File: config.mk
export PLATFORM = sky130hd
export DESIGN_NAME = hazard_ctrl
export DESIGN_NICKNAME = d
export VERILOG_FILES = /design/src/rtl/hazard_ctrl_pkg.sv /design/src/rtl/hazard_md_tracker.sv /design/src/rtl/hazard_ctrl.sv
export SDC_FILE = /design/constraint.sdc
export NUM_CORES = 1
export LEC_CHECK = 0
export BUFFER_PORTS_ARGS = -buffer_cell sky130_fd_sc_hd__buf_2
export CAP_MARGIN = 10
export CORE_UTILIZATION = 48
export CTS_BUF_LIST = sky130_fd_sc_hd__clkbuf_8
export DETAILED_ROUTE_END_ITERATION = 8
export GPL_TIMING_DRIVEN = 0
export HOLD_SLACK_MARGIN = 0.03
export PLACE_DENSITY_LB_ADDON = 0.2
export SKIP_LAST_GASP = 1
export SLEW_MARGIN = 20
export SYNTH_ARGS = -nofsm -noshare
export SYNTH_HDL_FRONTEND = slang
export SYNTH_SLANG_ARGS = --single-unit
File: constraint.sdc
create_clock -name clk -period 2.6 [get_ports clk]
set_input_delay 0.52 -clock clk [delete_from_list [all_inputs] [get_ports clk]]
set_output_delay 0.52 -clock clk [all_outputs]
set_load 0.02 [all_outputs]
File: src/rtl/hazard_ctrl_pkg.sv
// Shared encodings for the hazard controller and the ID-stage decoder:
// forward selects, stall FSM states and the opcodes that classify branch/md ops.
package hazard_ctrl_pkg;

  typedef enum logic [1:0] {
    FWD_RF    = 2'b00,
    FWD_MEMWB = 2'b01,
    FWD_EXMEM = 2'b10
  } fwd_sel_t;

  typedef enum logic {
    HZ_RUN  = 1'b0,
    HZ_HOLD = 1'b1
  } hz_state_t;

  localparam logic [5:0] OP_RTYPE  = 6'h00;
  localparam logic [5:0] OP_REGIMM = 6'h01;
  localparam logic [5:0] OP_BEQ    = 6'h04;
  localparam logic [5:0] OP_BNE    = 6'h05;
  localparam logic [5:0] OP_BLEZ   = 6'h06;
  localparam logic [5:0] OP_BGTZ   = 6'h07;
  localparam logic [5:0] OP_LW     = 6'h23;

  localparam logic [5:0] FN_MFHI  = 6'h10;
  localparam logic [5:0] FN_MFLO  = 6'h12;
  localparam logic [5:0] FN_MULT  = 6'h18;
  localparam logic [5:0] FN_MULTU = 6'h19;
  localparam logic [5:0] FN_DIV   = 6'h1a;
  localparam logic [5:0] FN_DIVU  = 6'h1b;

  function automatic logic op_is_branch(input logic [5:0] op);
    return op inside {OP_REGIMM, OP_BEQ, OP_BNE, OP_BLEZ, OP_BGTZ};
  endfunction

  function automatic logic op_is_md(input logic [5:0] op, input logic [5:0] funct);
    return (op == OP_RTYPE) &&
           (funct inside {FN_MFHI, FN_MFLO, FN_MULT, FN_MULTU, FN_DIV, FN_DIVU});
  endfunction

  function automatic logic op_is_load(input logic [5:0] op);
    return op == OP_LW;
  endfunction

endpackage

File: src/rtl/hazard_md_tracker.sv
// Mult/div busy window: md_start (re)loads MD_LAT, counts down to idle.
module hazard_md_tracker #(
  parameter int unsigned MD_LAT = 4,
  parameter int unsigned CNT_W  = 4
) (
  input  logic clk,
  input  logic rst,
  input  logic md_start,
  output logic md_busy
);

  localparam logic [CNT_W-1:0] LAT = CNT_W'(MD_LAT);
  localparam logic [CNT_W-1:0] ONE = CNT_W'(1);

  logic [CNT_W-1:0] md_cnt;

  always_ff @(posedge clk) begin
    if (rst) begin
      md_cnt <= '0;
    end else if (md_start) begin
      md_cnt <= LAT;
    end else if (md_cnt != '0) begin
      md_cnt <= md_cnt - ONE;
    end
  end

  assign md_busy = md_cnt != '0;

endmodule

File: src/rtl/hazard_ctrl.sv
// Unified hazard controller: stall/bubble/flush, EX and ID-branch forwarding,
// multi-cycle stall windows and mult/div busy tracking.
module hazard_ctrl
  import hazard_ctrl_pkg::*;
#(
  parameter int unsigned REG_W        = 5,
  parameter int unsigned LOAD_BUBBLES = 1,
  parameter int unsigned MD_LAT       = 4,
  parameter int unsigned CNT_W        = 4
) (
  input  logic             clk,
  input  logic             rst,
  input  logic [REG_W-1:0] id_rs,
  input  logic [REG_W-1:0] id_rt,
  input  logic             id_uses_rt,
  input  logic             id_is_branch,
  input  logic             id_is_md,
  input  logic             br_taken,
  input  logic             ex_reg_write,
  input  logic             ex_mem_read,
  input  logic [REG_W-1:0] ex_dst,
  input  logic [REG_W-1:0] ex_rs,
  input  logic [REG_W-1:0] ex_rt,
  input  logic             mem_reg_write,
  input  logic             mem_mem_read,
  input  logic [REG_W-1:0] mem_dst,
  input  logic             wb_reg_write,
  input  logic [REG_W-1:0] wb_dst,
  input  logic             md_start,
  output logic             pc_hold,
  output logic             if_id_hold,
  output logic             id_ex_bubble,
  output logic             if_id_flush,
  output logic [1:0]       fwd_a,
  output logic [1:0]       fwd_b,
  output logic             br_fwd_a,
  output logic             br_fwd_b,
  output logic             md_busy
);

  localparam logic [CNT_W-1:0] ONE    = CNT_W'(1);
  localparam logic [CNT_W-1:0] LB_N   = CNT_W'(LOAD_BUBBLES);
  localparam logic [CNT_W-1:0] LB_N_1 = CNT_W'(LOAD_BUBBLES + 1);

  hz_state_t        state;
  logic [CNT_W-1:0] stall_cnt;
  logic [CNT_W-1:0] need_n;
  logic             md_busy_int;
  logic             ex_match;
  logic             mem_match;
  logic             stall;
  fwd_sel_t         fwd_a_sel;
  fwd_sel_t         fwd_b_sel;

  hazard_md_tracker #(
    .MD_LAT (MD_LAT),
    .CNT_W  (CNT_W)
  ) u_md_tracker (
    .clk      (clk),
    .rst      (rst),
    .md_start (md_start),
    .md_busy  (md_busy_int)
  );

  assign ex_match  = (ex_dst != '0) &&
                     ((ex_dst == id_rs) || (id_uses_rt && (ex_dst == id_rt)));
  assign mem_match = (mem_dst != '0) &&
                     ((mem_dst == id_rs) || (id_uses_rt && (mem_dst == id_rt)));

  // Worst case over all hazards seen this cycle; HOLD counts this value down.
  always_comb begin
    need_n = '0;
    if (ex_mem_read && ex_match && (need_n < LB_N))
      need_n = LB_N;
    if (id_is_branch && ex_reg_write && !ex_mem_read && ex_match && (need_n < ONE))
      need_n = ONE;
    if (id_is_branch && ex_mem_read && ex_match && (need_n < LB_N_1))
      need_n = LB_N_1;
    if (id_is_branch && mem_mem_read && mem_match && (need_n < LB_N))
      need_n = LB_N;
    if (id_is_md && md_busy_int && (need_n < ONE))
      need_n = ONE;
  end

  always_ff @(posedge clk) begin
    if (rst) begin
      state     <= HZ_RUN;
      stall_cnt <= '0;
    end else begin
      case (state)
        HZ_RUN: begin
          if (need_n > ONE) begin
            stall_cnt <= need_n - ONE;
            state     <= HZ_HOLD;
          end
        end
        HZ_HOLD: begin
          if (stall_cnt <= ONE) begin
            stall_cnt <= '0;
            state     <= HZ_RUN;
          end else begin
            stall_cnt <= stall_cnt - ONE;
          end
        end
        default: begin
          stall_cnt <= '0;
          state     <= HZ_RUN;
        end
      endcase
    end
  end

  assign stall = !rst && (((state == HZ_RUN) && (need_n != '0)) || (state == HZ_HOLD));

  assign pc_hold      = stall;
  assign if_id_hold   = stall;
  assign id_ex_bubble = stall;
  assign if_id_flush  = !rst && br_taken && id_is_branch && !stall;

  always_comb begin
    fwd_a_sel = FWD_RF;
    if (mem_reg_write && (mem_dst != '0) && (mem_dst == ex_rs))
      fwd_a_sel = FWD_EXMEM;
    else if (wb_reg_write && (wb_dst != '0) && (wb_dst == ex_rs))
      fwd_a_sel = FWD_MEMWB;

    fwd_b_sel = FWD_RF;
    if (mem_reg_write && (mem_dst != '0) && (mem_dst == ex_rt))
      fwd_b_sel = FWD_EXMEM;
    else if (wb_reg_write && (wb_dst != '0) && (wb_dst == ex_rt))
      fwd_b_sel = FWD_MEMWB;
  end

  assign fwd_a = rst ? FWD_RF : fwd_a_sel;
  assign fwd_b = rst ? FWD_RF : fwd_b_sel;

  assign br_fwd_a = !rst && id_is_branch && mem_reg_write && !mem_mem_read &&
                    (mem_dst != '0) && (mem_dst == id_rs);
  assign br_fwd_b = !rst && id_is_branch && mem_reg_write && !mem_mem_read &&
                    (mem_dst != '0) && (mem_dst == id_rt);

  assign md_busy = !rst && md_busy_int;

endmodule

==> results_dict.tcl <==
set metrics [dict create \
    status "finished, violations left" \
    violations "setup timing" \
    synth_ff_type "dfxtp_1" \
    p_leak_nw 0.814 \
    rsz0062_at_grt "true" \
    hp-class "primary input to register" \
    dp.cells 236 \
    timing.final.crit_share 1.07 \
    grt_pass1_wl_um 5860 \
    cts.path.max_buffers 2 \
    clk_pin_slew_ns 0.05 \
    synth_edf_count 0 \
    cts_tree "done" \
    ant_nets 0 \
    antenna_cells 0 \
    first_iter_violations 43 \
    ir_drop_v 0.000281 \
    synth_area_per_cell_um2 7.59 \
    grt_max_degree 11 \
    max_freq_mhz 358 \
    wl_met3_um 197 \
    vias 1471 \
    fin_ws_ns -0.192 \
    wirelength_met1_um 1510 \
    fin_cells 253 \
    seq_area_frac_synth 0.152 \
    cts_hold_buf 0 \
    wire_per_inst_um 16.7 \
    met2_wirelength_um 2320 \
    grt_usage 0.297 \
    ios 58 \
    viasPerCell 5.81 \
    period_needed_ns 2.79 \
    gp_congestion 0.822 \
    syn_area_um2 1180 \
    startpoint_type "register" \
    port-buffer-count 52 \
    endpoint_kind "output pin" \
    relSlewSlack 0.558 \
    dp_slack_ns -0.393 \
    antenna_found_initial 0 \
    die_area_um2 2670 \
    clock_latency_ns 0.24 \
    netlist_instances 156 \
    topRoutingLayerUsed "met4" \
    core-area_um2 2280 \
    timing.hold.ws_ns 0.481 \
    clock-sinks 9 \
    final_common_cell "buf_2" \
    clock_skew_ns 0.00192 \
    worstPathMaxFanout 2 \
    synth_cell_types 39 \
    drc 0 \
    overflow 0 \
    fin_nets 278 \
    dr.pass1.iters 4 \
    start_util 0.520 \
    dp_hpwl_um 2450 \
    postSynth.asyncResetShare 0 \
    cts_buffers 3 \
    rows 17 \
    die_w_um 51.7 \
    grt_pass1_vias 1366 \
    maxCapViolCount 0 \
    synthesis.nets 208 \
    drv_slew 0 \
    area_growth_pct 59.0 \
    hold_viol_final 0 \
    die_h_um 51.7 \
    powerDensity_nw_per_um2 360 \
    worst_pin_slew_ns 0.658 \
    yosys_warnings 0 \
    wl_um 4210 \
    mostFrequentLayoutCells "40 x buf_2, 20 x xor2_1, 17 x buf_4" \
    htree_levels 1 \
    required_ns 2.08 \
    setup_viol 4 \
    synth-seq-cells 9 \
    worstSetupPathType "register to output pin" \
    drive_above_1_share 0.484 \
    cts.root.buffer_cell "clkbuf_8" \
    arrival_ns 2.27 \
]
==> critical path, stage by stage, from the launching register on <==
cell and delay, ns:
dfxtp_2 0.32, inv_2 0.08, ha_4 0.14, inv_2 0.04, or3_4 0.34, a32o_2 0.24
o21ai_2 0.14, ha_2 0.20, nor2b_4 0.17, and4b_2 0.24, buf_6 0.11
==> area by class of cell <==
| cell class | instances | area (um^2) |
|---|---|---|
| fillers | 124 | 394 |
| multi-input cells | 132 | 1120 |
| clock buffers | 3 | 41.3 |
| inverters | 5 | 18.8 |
| repair buffers | 65 | 424 |
| flip-flops and latches | 9 | 183 |
| plain buffers | 10 | 58.8 |
| well taps | 28 | 35.0 |
| clock inverters | 1 | 3.75 |
==> sequential cells by signal, summed over array words and instances (netlist names) <==
signal               cells
stall_cnt                4
u_md_tracker.md_cnt      4
state                    1
==> power by group <==
group | internal, mW | switching (mW) | leakage (nW) | total [mW]
clock | 0.104 | 0.0673 | 0.0269 | 0.171
sequential | 0.146 | 0.00695 | 0.0740 | 0.153
combinational | 0.185 | 0.168 | 0.713 | 0.353
total | 0.435 | 0.242 | 0.814 | 0.677
==> per-stage QoR <==
step                total power, mW   util  TNS, ns  cell area [um^2]
detailed placement            0.384  0.661    -1.28              1510
finish                        0.677  0.827   -0.540              1880
CTS                           0.618  0.764   -0.642              1740
global placement              0.377  0.661    -1.33              1510
global route                  0.712  0.827   -0.903              1880
floorplan                     0.305      -  -0.0133              1210
==> cells in the mapped netlist (2+ instances only) <==
library cell / instances / area share
inv_1: 5 / 0.016
nor2b_1: 4 / 0.021
nor2_1: 12 / 0.038
or3_1: 2 / 0.011
ha_1: 5 / 0.053
xnor2_1: 21 / 0.16
mux2_2: 2 / 0.019
buf_4: 2 / 0.013
or4_1: 2 / 0.013
xor2_1: 22 / 0.16
clkbuf_1: 7 / 0.022
nor4_1: 5 / 0.026
nand3_1: 8 / 0.034
dfxtp_1: 9 / 0.15
nand2_1: 9 / 0.029
a21oi_1: 6 / 0.025
o21ai_0: 2 / 0.0085
nor3_1: 12 / 0.051
==> metal layers <==
metal,vias up,GRT usage
met2,91,0.537
met1,678,0.323
met3,17,0.0351
met4,0,0.194
li1,685,-
met5,-,0
==> path summary, 6_finish.rpt <==
check,start,endpoint,slack (ns),cells after the start
hold / removal,md_start,u_md_tracker.md_cnt[0],0.48,2
setup / recovery,u_md_tracker.md_cnt[0],if_id_flush,-0.19,10
setup reg to reg,u_md_tracker.md_cnt[0],stall_cnt[3],0.15,13
hold reg to reg,u_md_tracker.md_cnt[3],u_md_tracker.md_cnt[2],0.53,2
==> what timing repair did <==
item | 4_1_cts | 5_1_grt
resized for setup | 30 | 31
endpoints found under the hold margin | 0 | 0
buffers inserted | 11 | 5
setup endpoints to repair | 4 | 6
pin swaps | 10 | 17
==> logic make-up after synthesis <==
group,Yosys count,share of synthesized area
XOR/XNOR,43,0.318
AND/OR/NAND/NOR,61,0.272
AO/OA/AOI/OAI,20,0.124
adder cells (fa/ha/maj),5,0.0529
flip-flops,9,0.152
multiplexers,3,0.0275
buffers and inverters,15,0.0539
No activity file was read; power rests on OpenSTA's default activity.
